==> src/rtl/gcd_arb_pkg.sv <==
// gcd_arb_pkg: shared widths, message types and the round-robin pick helper
// used by the GCD arbiter, its tag FIFO and its interface.
package gcd_arb_pkg;

    localparam int GCD_OPW  = 16;
    localparam int GCD_REQW = 32;

    typedef logic [GCD_REQW-1:0] gcd_req_t;   // {b[31:16], a[15:0]}
    typedef logic [GCD_OPW-1:0]  gcd_resp_t;  // GCD result

    // Returns the first set bit of req scanning ptr, ptr+1, ... modulo n.
    // When nothing is requested the pointer itself is returned.
    function automatic logic [3:0] rr_pick(input logic [15:0] req,
                                           input logic [3:0]  ptr,
                                           input int          n);
        logic [3:0] pick;
        logic       found;
        int         idx;
        pick  = ptr;
        found = 1'b0;
        for (int i = 0; i < 16; i++) begin
            idx = (int'(ptr) + i) % n;
            if (i < n && !found && req[idx]) begin
                pick  = 4'(idx);
                found = 1'b1;
            end
        end
        return pick;
    endfunction

endpackage

==> src/rtl/gcd_arbiter_if.sv <==
// gcd_arbiter_if: client-side and GcdUnit-side valid/ready buses of the arbiter.
//   cli_req_*  : per-client requests (message slice i = bits [32i+31:32i])
//   cli_resp_* : per-client responses, result broadcast on cli_resp_msg
//   gcd_req_*  : forwarded request to the shared GcdUnit
//   gcd_resp_* : response from the shared GcdUnit
// slave  = the arbiter itself; master = its environment (clients + GcdUnit).
interface gcd_arbiter_if #(
    parameter int NUM_CLIENTS = 4
);
    import gcd_arb_pkg::*;

    logic [NUM_CLIENTS-1:0]          cli_req_val;
    logic [NUM_CLIENTS-1:0]          cli_req_rdy;
    logic [NUM_CLIENTS*GCD_REQW-1:0] cli_req_msg;
    logic [NUM_CLIENTS-1:0]          cli_resp_val;
    logic [NUM_CLIENTS-1:0]          cli_resp_rdy;
    gcd_resp_t                       cli_resp_msg;

    logic      gcd_req_val;
    logic      gcd_req_rdy;
    gcd_req_t  gcd_req_msg;
    logic      gcd_resp_val;
    logic      gcd_resp_rdy;
    gcd_resp_t gcd_resp_msg;

    modport slave (
        input  cli_req_val, cli_req_msg, cli_resp_rdy,
        input  gcd_req_rdy, gcd_resp_val, gcd_resp_msg,
        output cli_req_rdy, cli_resp_val, cli_resp_msg,
        output gcd_req_val, gcd_req_msg, gcd_resp_rdy
    );

    modport master (
        output cli_req_val, cli_req_msg, cli_resp_rdy,
        output gcd_req_rdy, gcd_resp_val, gcd_resp_msg,
        input  cli_req_rdy, cli_resp_val, cli_resp_msg,
        input  gcd_req_val, gcd_req_msg, gcd_resp_rdy
    );

endinterface

==> src/rtl/gcd_tag_fifo.sv <==
// gcd_tag_fifo: in-order FIFO of requester IDs for in-flight GCD requests.
//   push/push_tag : enqueue a tag (ignored when full)
//   pop           : dequeue the head tag (ignored when empty)
//   full/empty    : occupancy flags derived from the registered count
//   count         : current occupancy, 0..DEPTH
//   head          : tag at the FIFO head
module gcd_tag_fifo #(
    parameter int WIDTH = 2,
    parameter int DEPTH = 4
) (
    input  logic                     clk,
    input  logic                     reset_n,
    input  logic                     push,
    input  logic [WIDTH-1:0]         push_tag,
    input  logic                     pop,
    output logic                     full,
    output logic                     empty,
    output logic [$clog2(DEPTH):0]   count,
    output logic [WIDTH-1:0]         head
);
    localparam int PW = $clog2(DEPTH);

    logic [WIDTH-1:0] mem_q [DEPTH];
    logic [PW-1:0]    wr_ptr_q, wr_ptr_d;
    logic [PW-1:0]    rd_ptr_q, rd_ptr_d;
    logic [PW:0]      count_q,  count_d;
    logic             do_push, do_pop;

    assign full    = (count_q == (PW+1)'(DEPTH));
    assign empty   = (count_q == '0);
    assign count   = count_q;
    assign head    = mem_q[rd_ptr_q];
    assign do_push = push && !full;
    assign do_pop  = pop && !empty;

    // Pointers wrap naturally because DEPTH is a power of two; the count,
    // not the pointers, tells full from empty.
    always_comb begin
        wr_ptr_d = wr_ptr_q + PW'(do_push);
        rd_ptr_d = rd_ptr_q + PW'(do_pop);
        count_d  = count_q + (PW+1)'(do_push) - (PW+1)'(do_pop);
    end

    // NOTE: sequential state uses non-blocking assignments so every register
    // samples pre-edge values regardless of statement order.
    always_ff @(posedge clk or negedge reset_n) begin
        if (!reset_n) begin
            wr_ptr_q <= '0;
            rd_ptr_q <= '0;
            count_q  <= '0;
        end else begin
            wr_ptr_q <= wr_ptr_d;
            rd_ptr_q <= rd_ptr_d;
            count_q  <= count_d;
        end
    end

    // NOTE: tag storage has no reset; an entry is only read after it was
    // written, since count gates every use of head.
    always_ff @(posedge clk) begin
        if (do_push) begin
            mem_q[wr_ptr_q] <= push_tag;
        end
    end

endmodule

==> src/rtl/gcd_arbiter.sv <==
// gcd_arbiter: shares one GcdUnit between NUM_CLIENTS requesters.
//   clk, reset_n : clock and asynchronous active-low reset
//   bus          : client and GcdUnit valid/ready buses (slave side)
//   outstanding  : number of in-flight requests (tag FIFO occupancy)
//   err_orphan   : sticky, set when the GcdUnit responds with nothing in flight
// Requests are granted round-robin and forwarded combinationally; the granted
// ID is queued so each response is steered back to its requester in order.
module gcd_arbiter
    import gcd_arb_pkg::*;
#(
    parameter int NUM_CLIENTS     = 4,
    parameter int MAX_OUTSTANDING = 4
) (
    input  logic                             clk,
    input  logic                             reset_n,
    gcd_arbiter_if.slave                     bus,
    output logic [$clog2(MAX_OUTSTANDING):0] outstanding,
    output logic                             err_orphan
);
    localparam int IDW = $clog2(NUM_CLIENTS);

    logic [IDW-1:0] rr_ptr_q,  rr_ptr_d;
    logic           lock_vld_q, lock_vld_d;
    logic [IDW-1:0] lock_id_q,  lock_id_d;
    logic           err_orphan_q, err_orphan_d;

    logic [IDW-1:0] grant_id;
    logic [IDW-1:0] head_id;
    logic           full, empty;
    logic           req_fire, resp_fire;

    // A stalled grant stays locked so a newly arriving higher-priority client
    // cannot swap the message under a pending GcdUnit request.
    assign grant_id = lock_vld_q
                    ? lock_id_q
                    : IDW'(rr_pick(16'(bus.cli_req_val), 4'(rr_ptr_q), NUM_CLIENTS));

    assign bus.gcd_req_val  = (|bus.cli_req_val) && !full;
    assign bus.gcd_req_msg  = bus.cli_req_msg[grant_id*GCD_REQW +: GCD_REQW];
    assign req_fire         = bus.gcd_req_val && bus.gcd_req_rdy;

    assign bus.gcd_resp_rdy = !empty && bus.cli_resp_rdy[head_id];
    assign bus.cli_resp_msg = bus.gcd_resp_msg;
    assign resp_fire        = bus.gcd_resp_val && bus.gcd_resp_rdy;

    assign err_orphan       = err_orphan_q;

    // NOTE: every signal driven here gets a default first, so no path can
    // leave it unassigned and infer a latch.
    always_comb begin
        bus.cli_req_rdy  = '0;
        bus.cli_resp_val = '0;
        rr_ptr_d         = rr_ptr_q;
        lock_vld_d       = lock_vld_q;
        lock_id_d        = lock_id_q;
        err_orphan_d     = err_orphan_q || (bus.gcd_resp_val && empty);

        bus.cli_req_rdy[grant_id] = bus.gcd_req_rdy && !full;
        bus.cli_resp_val[head_id] = bus.gcd_resp_val && !empty;

        if (req_fire) begin
            rr_ptr_d   = IDW'((int'(grant_id) + 1) % NUM_CLIENTS);
            lock_vld_d = 1'b0;
        end else if (bus.gcd_req_val) begin
            lock_vld_d = 1'b1;
            lock_id_d  = grant_id;
        end
    end

    always_ff @(posedge clk or negedge reset_n) begin
        if (!reset_n) begin
            rr_ptr_q     <= '0;
            lock_vld_q   <= 1'b0;
            lock_id_q    <= '0;
            err_orphan_q <= 1'b0;
        end else begin
            rr_ptr_q     <= rr_ptr_d;
            lock_vld_q   <= lock_vld_d;
            lock_id_q    <= lock_id_d;
            err_orphan_q <= err_orphan_d;
        end
    end

    gcd_tag_fifo #(
        .WIDTH (IDW),
        .DEPTH (MAX_OUTSTANDING)
    ) u_tag_fifo (
        .clk      (clk),
        .reset_n  (reset_n),
        .push     (req_fire),
        .push_tag (grant_id),
        .pop      (resp_fire),
        .full     (full),
        .empty    (empty),
        .count    (outstanding),
        .head     (head_id)
    );

endmodule

==> src/flat_wrapper.sv <==
// flat-port wrapper written by rule: the top's interface ports become plain ports
module gcd_arbiter_flat import gcd_arb_pkg::*;
#(
    parameter int NUM_CLIENTS     = 4,
    parameter int MAX_OUTSTANDING = 4
)
  (clk, reset_n, outstanding, err_orphan, bus_cli_req_val, bus_cli_req_msg, bus_cli_resp_rdy, bus_gcd_req_rdy, bus_gcd_resp_val, bus_gcd_resp_msg, bus_cli_req_rdy, bus_cli_resp_val, bus_cli_resp_msg, bus_gcd_req_val, bus_gcd_req_msg, bus_gcd_resp_rdy);
  gcd_arbiter_if #(.NUM_CLIENTS(NUM_CLIENTS)) bus_i ();
  input  logic clk;
  input  logic reset_n;
  output logic [$clog2(MAX_OUTSTANDING):0] outstanding;
  output logic err_orphan;
  input wire logic [$bits(bus_i.cli_req_val)-1:0] bus_cli_req_val;
  input wire logic [$bits(bus_i.cli_req_msg)-1:0] bus_cli_req_msg;
  input wire logic [$bits(bus_i.cli_resp_rdy)-1:0] bus_cli_resp_rdy;
  input wire logic [$bits(bus_i.gcd_req_rdy)-1:0] bus_gcd_req_rdy;
  input wire logic [$bits(bus_i.gcd_resp_val)-1:0] bus_gcd_resp_val;
  input wire logic [$bits(bus_i.gcd_resp_msg)-1:0] bus_gcd_resp_msg;
  output wire logic [$bits(bus_i.cli_req_rdy)-1:0] bus_cli_req_rdy;
  output wire logic [$bits(bus_i.cli_resp_val)-1:0] bus_cli_resp_val;
  output wire logic [$bits(bus_i.cli_resp_msg)-1:0] bus_cli_resp_msg;
  output wire logic [$bits(bus_i.gcd_req_val)-1:0] bus_gcd_req_val;
  output wire logic [$bits(bus_i.gcd_req_msg)-1:0] bus_gcd_req_msg;
  output wire logic [$bits(bus_i.gcd_resp_rdy)-1:0] bus_gcd_resp_rdy;
  assign bus_i.cli_req_val = bus_cli_req_val;
  assign bus_i.cli_req_msg = bus_cli_req_msg;
  assign bus_i.cli_resp_rdy = bus_cli_resp_rdy;
  assign bus_i.gcd_req_rdy = bus_gcd_req_rdy;
  assign bus_i.gcd_resp_val = bus_gcd_resp_val;
  assign bus_i.gcd_resp_msg = bus_gcd_resp_msg;
  assign bus_cli_req_rdy = bus_i.cli_req_rdy;
  assign bus_cli_resp_val = bus_i.cli_resp_val;
  assign bus_cli_resp_msg = bus_i.cli_resp_msg;
  assign bus_gcd_req_val = bus_i.gcd_req_val;
  assign bus_gcd_req_msg = bus_i.gcd_req_msg;
  assign bus_gcd_resp_rdy = bus_i.gcd_resp_rdy;
  gcd_arbiter #(.NUM_CLIENTS(NUM_CLIENTS), .MAX_OUTSTANDING(MAX_OUTSTANDING)) u_core (.clk(clk), .reset_n(reset_n), .bus(bus_i), .outstanding(outstanding), .err_orphan(err_orphan));
endmodule
==> config.mk <==
export PLATFORM = sky130hd
export DESIGN_NAME = gcd_arbiter_flat
export DESIGN_NICKNAME = d
export VERILOG_FILES = /design/src/rtl/gcd_arb_pkg.sv /design/src/rtl/gcd_arbiter_if.sv /design/src/rtl/gcd_tag_fifo.sv /design/src/rtl/gcd_arbiter.sv /design/src/flat_wrapper.sv
export SDC_FILE = /design/constraint.sdc
export NUM_CORES = 1
export LEC_CHECK = 0
export ABC_CLOCK_PERIOD_IN_PS = 3600
export CAP_MARGIN = 0
export CELL_PAD_IN_SITES_DETAIL_PLACEMENT = 1
export CELL_PAD_IN_SITES_GLOBAL_PLACEMENT = 1
export CORE_MARGIN = 3
export CORE_UTILIZATION = 20
export CTS_CLUSTER_SIZE = 28
export DETAILED_ROUTE_END_ITERATION = 12
export GPL_ROUTABILITY_DRIVEN = 0
export PLACE_DENSITY_LB_ADDON = 0.1
export SYNTH_ARGS = -nofsm -noshare
export SYNTH_HDL_FRONTEND = slang
export SYNTH_SLANG_ARGS = --single-unit
==> constraint.sdc <==
create_clock -name clk -period 3.6 [get_ports clk]
set_input_delay 0.72 -clock clk [delete_from_list [all_inputs] [get_ports clk]]
set_output_delay 0.72 -clock clk [all_outputs]
set_load 0.1 [all_outputs]
==> results_dict.tcl <==
set metrics [dict create \
    fp.dieArea_um2 13400 \
    drt-initial-drc-count 209 \
    fmax_mhz 287 \
    synth_top_area_share_pct 16.6 \
    drive_above_1_share_pct 26.3 \
    die_h_um 116 \
    grtUsageMet1_pct 20.3 \
    wl_per_cell_um 19.7 \
    path_class "input port to output port" \
    wl_mm 12.1 \
    r2r_end "u_core.u_tag_fifo.count[2]" \
    r2r_cells 8 \
    grt_max_degree 65 \
    grt_first_pass_wirelength_mm 18.0 \
    synth.area.top_cells "a31oi_1 17%, dfrtp_1 14%, o21ai_0 14%" \
    synthArstFlopShare_pct 61.9 \
    coreArea_um2 11600 \
    worstSetupStartpointType "input port" \
    ys.flop_type "dfrtp_1" \
    fin_cells 614 \
    relSlewSlack_pct 35.5 \
    syn_area_um2 2410 \
    nNetsFinal 635 \
    dpl.hpwl_mm 9.56 \
    cpMaxStageDelayCell "dlygate4sd2_1" \
    gr-usage-met3_pct 5.74 \
    cp.arrival_ps 2760 \
    synth_most_common_cell "o21ai_0" \
    worst_slew_pin_slew_ps 964 \
    met2_usage_pct 29.7 \
    avgSynthCellArea_um2 7.77 \
    cts_tree "done" \
    drc_errors 0 \
    cts.sinks 21 \
    rrSetupSlack_ps 810 \
    die_w_um 116 \
    critical-path-max-stage-delay_ps 340 \
    cts_root_buffer "clkbuf_16" \
    status "finished clean" \
    htreeDepth 1 \
    synth_cell_types 40 \
    syn-instance-count 310 \
    antenna_found_initial 0 \
    clk_path_buf_depth 2 \
    initial_core_util_pct 20.7 \
    holdPathEnd "u_core.err_orphan" \
    antenna_cells 0 \
    port-buffer-count 185 \
    grt_util_all_layers_pct 16.8 \
    rows 39 \
    num_vias 3194 \
    fin_util_pct 44.1 \
    slew_viol_final 0 \
    setup-violations-final 0 \
    worstPathCellList "dlygate4sd2_1, buf_4, nor2b_1, o21bai_1, buf_4, o2111ai_4, buf_12, a31oi_1, a22oi_2, buf_12" \
    area_growth_pct 113 \
    yosysSeqAreaShare_pct 23.5 \
    drv_cap 0 \
    viasPerCell 5.20 \
    timing.rr.start "u_core.u_tag_fifo.rd_ptr_q[0]" \
    synth_edf_count 8 \
    drt_first_pass_iters 4 \
    ant_nets 0 \
    clk_pin_slew_worst_paths_ps 60 \
    insertion_delay_ps 250 \
    synth-seq-cells 21 \
    cp_top_family "buffers and inverters" \
    cp_num_buf_inv 5 \
    min_path_type "flop to flop" \
    synthTopCellsByCount "65 x o21ai_0, 64 x a31oi_1, 33 x a22oi_1, 27 x clkbuf_1, 17 x buf_4" \
    final-hold-violation-count 0 \
    dp.cells 608 \
    crit_path_end_kind "output port" \
    required_ps 2880 \
    final.setup_skew_ps 4.03 \
    grt_pass1_vias 3414 \
    rsz0062_at_grt "no" \
    period_share_pct 96.7 \
    synth_nets 473 \
    critical_path_peak_fanout 23 \
    grt_busiest_layer "met2" \
    holdPathStages 1 \
    whs_ps 450 \
    hold_start "u_core.err_orphan" \
    overflow 0 \
    ys_warn_count 0 \
    fin_crit_ps 3480 \
    tritoncts.num_buffers 3 \
    pin_count 218 \
    synth_top_area_cell "a31oi_1" \
]
-- cells in the final DEF (no fill, tap or decap), types with 6 or more instances in the layout --
cell and count:
clkdlybuf4s50_1 139, o21ai_0 65, a31oi_1 62, buf_12 40
a22oi_2 33, buf_4 20, dfrtp_1 13, edfxtp_1 8
nand2_1 7, nor2_1 6, and3_1 6, ha_1 6
-- stage by stage --
step / area [µm²] / setup slack [ps] / setup TNS [ps]
floorplan: 2570 / 130 / 0
global placement: 4910 / -4.03 / -4.03
detailed placement: 4910 / -94.0 / -305
CTS: 5030 / 4.03 / 0
global route: 5120 / 16.9 / 0
finish: 5120 / 121 / 0
-- registers in the layout (all words and copies together) (netlist names) --
| signal | count |
|---|---|
| u_core.rr_ptr_q | 2 |
| u_core.u_tag_fifo.rd_ptr_q | 2 |
| u_core.u_tag_fifo.wr_ptr_q | 2 |
| u_core.u_tag_fifo.count | 3 |
| u_core.u_tag_fifo.mem_q | 8 |
| u_core.lock_vld_q | 1 |
| u_core.lock_id_q | 2 |
| u_core.err_orphan | 1 |
-- how the worst max path moves through the flow --
stage	startpoint	endpoint	slack, ps	cells after the start
after global placement	bus_cli_req_val[0]	bus_gcd_req_msg[13]	-4	10
after detailed placement	bus_cli_req_val[0]	bus_gcd_req_msg[13]	-90	10
after CTS	bus_cli_req_val[1]	bus_gcd_req_msg[6]	4	8
after floorplan	bus_cli_req_val[1]	bus_gcd_req_msg[0]	130	7
final	bus_cli_req_val[0]	bus_gcd_req_msg[6]	120	10
after global routing	bus_cli_req_val[0]	bus_gcd_req_msg[24]	20	10
-- cells by family (layout without fill, tap and decap cells) --
family / Yosys count / count (layout) / synth area share, %
AOI/OAI and AO/OA: 173 / 173 / 44.6
xor gates and xnor gates: 6 / 6 / 2.18
adders and majority gates: 7 / 7 / 3.95
buffers and inverters: 56 / 217 / 11.6
DFF: 21 / 21 / 23.5
muxes: 7 / 7 / 4.78
and+or+nand+nor: 40 / 40 / 9.30
-- what timing repair did --
action	CTS	global route
resized for setup	7	12
hold buffers	0	0
buffers inserted	0	1
endpoints found under the setup margin	29	36
gates cloned	0	1
pin swaps	3	3
-- metal layers --
| metal | up-vias | wire length [µm] |
|---|---|---|
| met5 | - | 0 |
| met4 | 0 | 95 |
| met3 | 8 | 1100 |
| met2 | 127 | 6170 |
| met1 | 1538 | 4700 |
| li1 | 1521 | - |
-- cell type report --
type | count | area [µm²]
Clock buffer | 3 | 75.1
Clock inverter | 1 | 7.51
Fill cell | 1301 | 6490
Inverter | 6 | 22.5
Multi-Input combinational cell | 233 | 1820
Sequential cell | 21 | 566
Tap cell | 143 | 179
Timing Repair Buffer | 207 | 2450
Power is left out: the tool's default activity adds up to more than one toggle a clock period on the data nets, which glitch-free logic cannot reach.
